==> config.mk <==
export PLATFORM = sky130hd
export DESIGN_NAME = gb_rd_sched
export DESIGN_NICKNAME = d
export VERILOG_FILES = /design/src/rtl/gb_rd_sched.sv
export SDC_FILE = /design/constraint.sdc
export NUM_CORES = 1
export LEC_CHECK = 0
export BUFFER_PORTS_ARGS = -buffer_cell sky130_fd_sc_hd__clkbuf_2
export CAP_MARGIN = 20
export CORE_MARGIN = 2
export CORE_UTILIZATION = 66
export CTS_BUF_LIST = sky130_fd_sc_hd__clkbuf_4
export DETAILED_ROUTE_END_ITERATION = 8
export PLACE_DENSITY_LB_ADDON = 0.3
export SLEW_MARGIN = 10
export SYNTH_ARGS = -nofsm -noshare
export SYNTH_HDL_FRONTEND = slang
export SYNTH_SLANG_ARGS = --single-unit
export TNS_END_PERCENT = 1
==> constraint.sdc <==
create_clock -name clk -period 5.88 [get_ports clk]
set_input_delay 0.882 -clock clk [delete_from_list [all_inputs] [get_ports clk]]
set_output_delay 0.882 -clock clk [all_outputs]
set_load 0.005 [all_outputs]
==> src/rtl/gb_rd_sched.sv <==
// gb_rd_sched: read-side scheduler for the global-buffer SRAM read
// controllers of the WeiFlg (0), Act (1) and ActFlg (2) streams.
// Tracks ready banks per stream and issues at most one registered one-cycle
// Rd_prepare pulse per cycle, round-robin between eligible streams.
// It also counts banks issued per layer and reports layer completion.
module gb_rd_sched #(
  parameter int CNT_W = 4,
  parameter int TOT_W = 8
) (
  input  logic             clk,
  input  logic             rst,
  input  logic             SRAM_config_start,
  input  logic [CNT_W-1:0] cfg_sram_num_0,
  input  logic [CNT_W-1:0] cfg_sram_num_1,
  input  logic [CNT_W-1:0] cfg_sram_num_2,
  input  logic [TOT_W-1:0] cfg_bank_total_0,
  input  logic [TOT_W-1:0] cfg_bank_total_1,
  input  logic [TOT_W-1:0] cfg_bank_total_2,
  input  logic             fill_done_0,
  input  logic             fill_done_1,
  input  logic             fill_done_2,
  input  logic             rd_done_0,
  input  logic             rd_done_1,
  input  logic             rd_done_2,
  output logic             Rd_prepare_WeiFlg,
  output logic             Rd_prepare_Act,
  output logic             Rd_prepare_ActFlg,
  output logic [1:0]       sched_state,
  output logic             layer_done,
  output logic             ovf_err
);

  typedef enum logic [1:0] {
    ST_IDLE  = 2'd0,
    ST_RUN   = 2'd1,
    ST_DRAIN = 2'd2,
    ST_DONE  = 2'd3
  } state_t;

  // Controller state
  state_t                    state_reg;
  logic [1:0]                rr_ptr_reg;
  logic [2:0]                prep_reg;
  logic                      layer_done_reg;
  logic                      ovf_err_reg;

  // Per-layer configuration captured at start
  logic [2:0][CNT_W-1:0]     num_reg;
  logic [2:0][TOT_W-1:0]     total_reg;

  // Per-stream bookkeeping
  logic [2:0][CNT_W-1:0]     rdy_cnt_reg;
  logic [2:0]                busy_reg;
  logic [2:0][TOT_W-1:0]     issued_reg;
  logic [2:0]                fin_reg;

  // Gathered input vectors, indexed by stream number
  logic [2:0][CNT_W-1:0]     cfg_num;
  logic [2:0][TOT_W-1:0]     cfg_total;
  logic [2:0]                fill_vec;
  logic [2:0]                rd_vec;

  // Per-stream combinational status
  logic [2:0]                elig;
  logic [2:0]                issued_all;
  logic [2:0]                fin_now;
  logic [2:0]                rdy_full;
  logic [2:0]                ovf_hit;
  logic [2:0]                grant;
  logic [1:0]                rr_next;
  logic                      active;

  assign cfg_num   = {cfg_sram_num_2, cfg_sram_num_1, cfg_sram_num_0};
  assign cfg_total = {cfg_bank_total_2, cfg_bank_total_1, cfg_bank_total_0};
  assign fill_vec  = {fill_done_2, fill_done_1, fill_done_0};
  assign rd_vec    = {rd_done_2, rd_done_1, rd_done_0};

  // fill_done / rd_done are only meaningful while a layer is in flight
  assign active = (state_reg == ST_RUN) || (state_reg == ST_DRAIN);

  genvar gi;
  generate
    for (gi = 0; gi < 3; gi++) begin : g_stream
      // A stream may be prepared only while scheduling, with a bank ready,
      // its read controller idle and banks still left to issue this layer.
      assign elig[gi] = (state_reg == ST_RUN) &&
                        (rdy_cnt_reg[gi] != '0) &&
                        !busy_reg[gi] &&
                        (issued_reg[gi] < total_reg[gi]);
      assign issued_all[gi] = (issued_reg[gi] == total_reg[gi]);
      // Once draining, a stream is finished as soon as its reader is idle
      assign fin_now[gi]  = fin_reg[gi] | ~busy_reg[gi];
      assign rdy_full[gi] = (rdy_cnt_reg[gi] >= num_reg[gi]);
      // Overflow: a bank reported filled while the ready count cannot grow
      assign ovf_hit[gi]  = active && fill_vec[gi] && !grant[gi] && rdy_full[gi];
    end
  endgenerate

  // Round-robin arbiter: scan from rr_ptr upward (mod 3), first eligible wins
  always_comb begin
    grant = 3'b000;
    case (rr_ptr_reg)
      2'd1: begin
        if (elig[1])      grant = 3'b010;
        else if (elig[2]) grant = 3'b100;
        else if (elig[0]) grant = 3'b001;
      end
      2'd2: begin
        if (elig[2])      grant = 3'b100;
        else if (elig[0]) grant = 3'b001;
        else if (elig[1]) grant = 3'b010;
      end
      default: begin
        if (elig[0])      grant = 3'b001;
        else if (elig[1]) grant = 3'b010;
        else if (elig[2]) grant = 3'b100;
      end
    endcase
  end

  // Pointer moves past the winner; it holds when nothing is granted
  always_comb begin
    rr_next = rr_ptr_reg;
    if (grant[0])      rr_next = 2'd1;
    else if (grant[1]) rr_next = 2'd2;
    else if (grant[2]) rr_next = 2'd0;
  end

  // Layer FSM with registered prepare / done / error outputs
  always_ff @(posedge clk or posedge rst) begin
    if (rst) begin
      state_reg      <= ST_IDLE;
      rr_ptr_reg     <= 2'd0;
      prep_reg       <= 3'b000;
      layer_done_reg <= 1'b0;
      ovf_err_reg    <= 1'b0;
      num_reg        <= '0;
      total_reg      <= '0;
      fin_reg        <= 3'b000;
    end else begin
      prep_reg       <= 3'b000;
      layer_done_reg <= 1'b0;
      if (SRAM_config_start) begin
        // Start overrides everything: abort any layer and reload config
        state_reg   <= ST_RUN;
        rr_ptr_reg  <= 2'd0;
        ovf_err_reg <= 1'b0;
        num_reg     <= cfg_num;
        total_reg   <= cfg_total;
        for (int k = 0; k < 3; k++) begin
          fin_reg[k] <= (cfg_total[k] == '0);
        end
      end else begin
        if (|ovf_hit) begin
          ovf_err_reg <= 1'b1;
        end
        case (state_reg)
          ST_RUN: begin
            rr_ptr_reg <= rr_next;
            prep_reg   <= grant;
            if (&issued_all) begin
              state_reg <= ST_DRAIN;
            end
          end
          ST_DRAIN: begin
            fin_reg <= fin_now;
            if (&fin_now) begin
              state_reg      <= ST_DONE;
              layer_done_reg <= 1'b1;
            end
          end
          ST_DONE: begin
            state_reg <= ST_IDLE;
          end
          default: begin
            state_reg <= ST_IDLE;
          end
        endcase
      end
    end
  end

  // Per-stream ready-bank, busy and issued counters
  always_ff @(posedge clk or posedge rst) begin
    if (rst) begin
      rdy_cnt_reg <= '0;
      busy_reg    <= 3'b000;
      issued_reg  <= '0;
    end else if (SRAM_config_start) begin
      rdy_cnt_reg <= '0;
      busy_reg    <= 3'b000;
      issued_reg  <= '0;
    end else if (active) begin
      for (int k = 0; k < 3; k++) begin
        // Fill and grant together cancel; a fill into a full counter saturates
        if (fill_vec[k] && !grant[k]) begin
          if (!rdy_full[k]) begin
            rdy_cnt_reg[k] <= rdy_cnt_reg[k] + 1'b1;
          end
        end else if (grant[k] && !fill_vec[k]) begin
          rdy_cnt_reg[k] <= rdy_cnt_reg[k] - 1'b1;
        end
        // A grant requires !busy, so set and clear never coincide
        if (grant[k]) begin
          busy_reg[k]   <= 1'b1;
          issued_reg[k] <= issued_reg[k] + 1'b1;
        end else if (rd_vec[k]) begin
          busy_reg[k] <= 1'b0;
        end
      end
    end
  end

  assign Rd_prepare_WeiFlg = prep_reg[0];
  assign Rd_prepare_Act    = prep_reg[1];
  assign Rd_prepare_ActFlg = prep_reg[2];
  assign sched_state       = state_reg;
  assign layer_done        = layer_done_reg;
  assign ovf_err           = ovf_err_reg;

endmodule
==> results.md <==
* Post-synth top area cell: dfrtp_1
* Commonest cells in the netlist: 87 x dfrtp_1, 55 x inv_1, 52 x nor2_1
* CP max FO at 16
* Fraction of registers with async set or reset after synthesis at 100%
* Area share of the largest cell type after synthesis at 41.5%
* Htree depth at 3
* Leak pwr at 2.78 nW
* Setup crit start kind: flop
* Clk slew on worst S/H paths at 140 ps
* Share of layout cells above drive strength 1 at 14.5%
* RR Endpoint: rdy_cnt_reg[6]
* Die area at 0.00868 mm²
* Reg2Reg Setup Slack at 2090 ps
* ANT cells at 0
* Crit-path slowest cell: a221o_1
* Setup TNS at 0 ps
* Drt initial violations at 204
* DPL Wire Length at 8.07 mm
* Total grt overflow at 0
* Part of the power in the clock network at 16.9%
* Final worst-path cycle share at 64.4%
* Crit path required time at 6180 ps
* Port bufs at 51
* Reg2Reg Depth at 14
* Syn Inst Count at 551
* Peak Freq at 264 MHz
* Worst EP arrival at 4090 ps
* Gpl congestion at 0.872
* Number of enable flip-flop cells after synthesis at 0
* Area Growth Syn to Fin at 8.56%
* Worst reg2reg startpoint: sched_state[1]
* DR vias/cell at 5.76
* Post-Route WL at 10.7 mm
* #FFs+latches synth at 87
* Fin crit period at 3790 ps
* First-pass detailed-route iteration total at 4
* Internal power at 1.29 mW
* PwrDens at 387 mW/mm²
* Initial antenna violation count at 0
* Count leader, synth: dfrtp_1
* Maximum buffer depth of the clock tree at 2
* Setup WS post-layout at 2090 ps
* First-pass GRT wire length at 18.9 mm
* Switching share of power at 41.3%
* Most frequent CP cell: inv_1
* Die W at 93.1 µm
* Syn nets at 648
* Headroom to the max-slew limit at 46.9%
* Fin. max-slew vios at 0
* Crit-path cells: inv_1 -> ha_1 -> nor4b_1 -> o21ai_1 -> or2_0 -> a221o_1 -> nand2_1 -> inv_1 -> fa_1 -> xor2_1 -> nand2b_1 -> mux2_2 -> nor2_1 -> a2111oi_0
* Die H at 93.1 µm
* Critical path's largest stage delay at 560 ps
* Kind of critical path: reg -> reg
* I/O Pins at 52
* Yosys warning count at 0
* Largest net degree at the start of global routing at 72
* Core area at 0.00773 mm²
* Filler instances at 593
* Area of the multi-input gates at 0.00275 mm²
* Hold Crit Class: in -> async
* DRC Markers at 0
* Postcts setup bufs at 0
* Final core occ at 73.7%
* Combinational power share at 47.6%
* Post-synth cell types at 53
* Routed Antenna Nets at 0
* Critical Path Sink Type: flop
* Root Driver: clkbuf_4
* Crit path depth at 14
* Status: complete, no violations
* CP bufs+invs at 2
* Sequential cell area fraction in the yosys report at 41.5%
* Row count at 32
* Max_cap viols at 0
* Final Hold Fails at 0
* Vias at 4,039
* Worst-Margin Slew at 797 ps
* Sequential share of power at 35.5%
* Worst VDD drop at 246 µV
* Synth Cell Area at 0.00525 mm²
* Switching pwr at 0.911 mW
* Total power at 2.21 mW
* Vias in the first global route at 4,167
* Gr usage total at 27.6%
* CTS tree: built
* CP delay by family, top: compound AO/OA/AOI/OAI gates
* Sequential cell area at 0.00218 mm²
* Most frequently used flop master after synthesis: dfrtp_1
* Cts bufs inserted at 9
* Sink Count at 87
* Synth area leaders: dfrtp_1 42%, ha_1 12%, o21ai_0 4.0%
* Hold buffer count at cts at 0
* Initial Util at 67.9%
* Nets at 691
* Resized cells post-CTS at 0
* Worst skew pair latency at 440 ps
* Final setup viols at 0
* Place WS at 2140 ps
* Wire per inst at 15.3 µm
* Mean post-synth cell area at 9.52 µm²
* Clock Skews at 17.6 ps
* Unrepaired setup endpoints after global routing: no
[power groups by stage]
stage | clock [mW] | combinational, mW | sequential [mW]
2_1_floorplan | 0 | 0.860 | 0.768
3_3_place_gp | 0 | 0.992 | 0.789
3_5_place_dp | 0 | 1.05 | 0.794
4_1_cts | 0.377 | 1.06 | 0.782
5_1_grt | 0.402 | 1.19 | 0.797
6_report | 0.372 | 1.05 | 0.783
[layout by cell type (no fill, tap or decap), types with 3 or more instances in the layout]
| master | instances |
|---|---|
| xor2_1 | 11 |
| inv_1 | 54 |
| a21oi_1 | 27 |
| nor4_1 | 12 |
| ha_1 | 49 |
| fa_1 | 3 |
| nor4b_1 | 6 |
| o21ai_0 | 42 |
| buf_4 | 4 |
| nor2b_1 | 7 |
| mux2i_1 | 8 |
| nor3b_1 | 4 |
| nor3_1 | 6 |
| mux2_2 | 7 |
| nand2_1 | 44 |
| clkbuf_2 | 50 |
| clkbuf_4 | 9 |
| dfrtp_1 | 87 |
| nand2b_1 | 13 |
| o211ai_1 | 3 |
| xnor2_1 | 19 |
| nand3_1 | 12 |
| nand4_1 | 10 |
| and2_1 | 4 |
| a21o_1 | 11 |
| nor2_1 | 52 |
| a211oi_1 | 7 |
[routing by layer]
layer	part of all wire, %	GRT usage [%]	vias up
met4	2.4	11.0	0
met5	0	0	-
li1	-	-	1979
met1	44	35.9	1948
met2	49	47.0	87
met3	4.4	3.63	25
[cell families after synthesis]
logic type,count (synthesis),synth area share (%)
compound gates,107,12.8
xor+xnor,30,5.01
fa+ha+maj,52,12.8
buf+inv,77,6.13
flops,87,41.5
mux,17,3.60
simple gates,181,18.2
[worst reg2reg max path, stage by stage, from the launching register on]
cell and delay, ps:
dfrtp_1 460, inv_1 80, ha_1 260, nor4b_1 250, o21ai_1 180, or2_0 260, a221o_1 560, nand2_1 250
inv_1 90, fa_1 390, xor2_1 150, nand2b_1 80, mux2_2 140, nor2_1 40, a2111oi_0 440
[per-stage QoR]
stage / instances / cell area [µm²] / hold slack, ps
final: 701 / 5690 / 489
after global routing: 701 / 5690 / 545
after CTS: 701 / 5690 / 501
after detailed placement: 685 / 5540 / 503
after global placement: 685 / 5540 / 499
after floorplan: 551 / 5250 / 487
[cell type report]
cell class | count | area share [%]
inverter | 55 | 3.65
timing repair buffer | 54 | 4.92
sequential | 87 | 38.2
tap | 102 | 2.24
multi-input combinational | 387 | 48.2
clock buffer | 9 | 1.19
clock inverter | 7 | 1.54
[worst max-delay path by stage]
stage                         startpoint         endpoint  slack (ps)
after floorplan            issued_reg[9]  rdy_cnt_reg[10]        2700
after global placement    sched_state[1]   rdy_cnt_reg[6]        2420
after detailed placement  sched_state[1]   rdy_cnt_reg[6]        2140
after CTS                 sched_state[1]   rdy_cnt_reg[6]        2120
after global routing      issued_reg[13]   rdy_cnt_reg[6]        1780
final                     sched_state[1]   rdy_cnt_reg[6]        2090
Note: power is estimated with default switching activity, not from simulation.
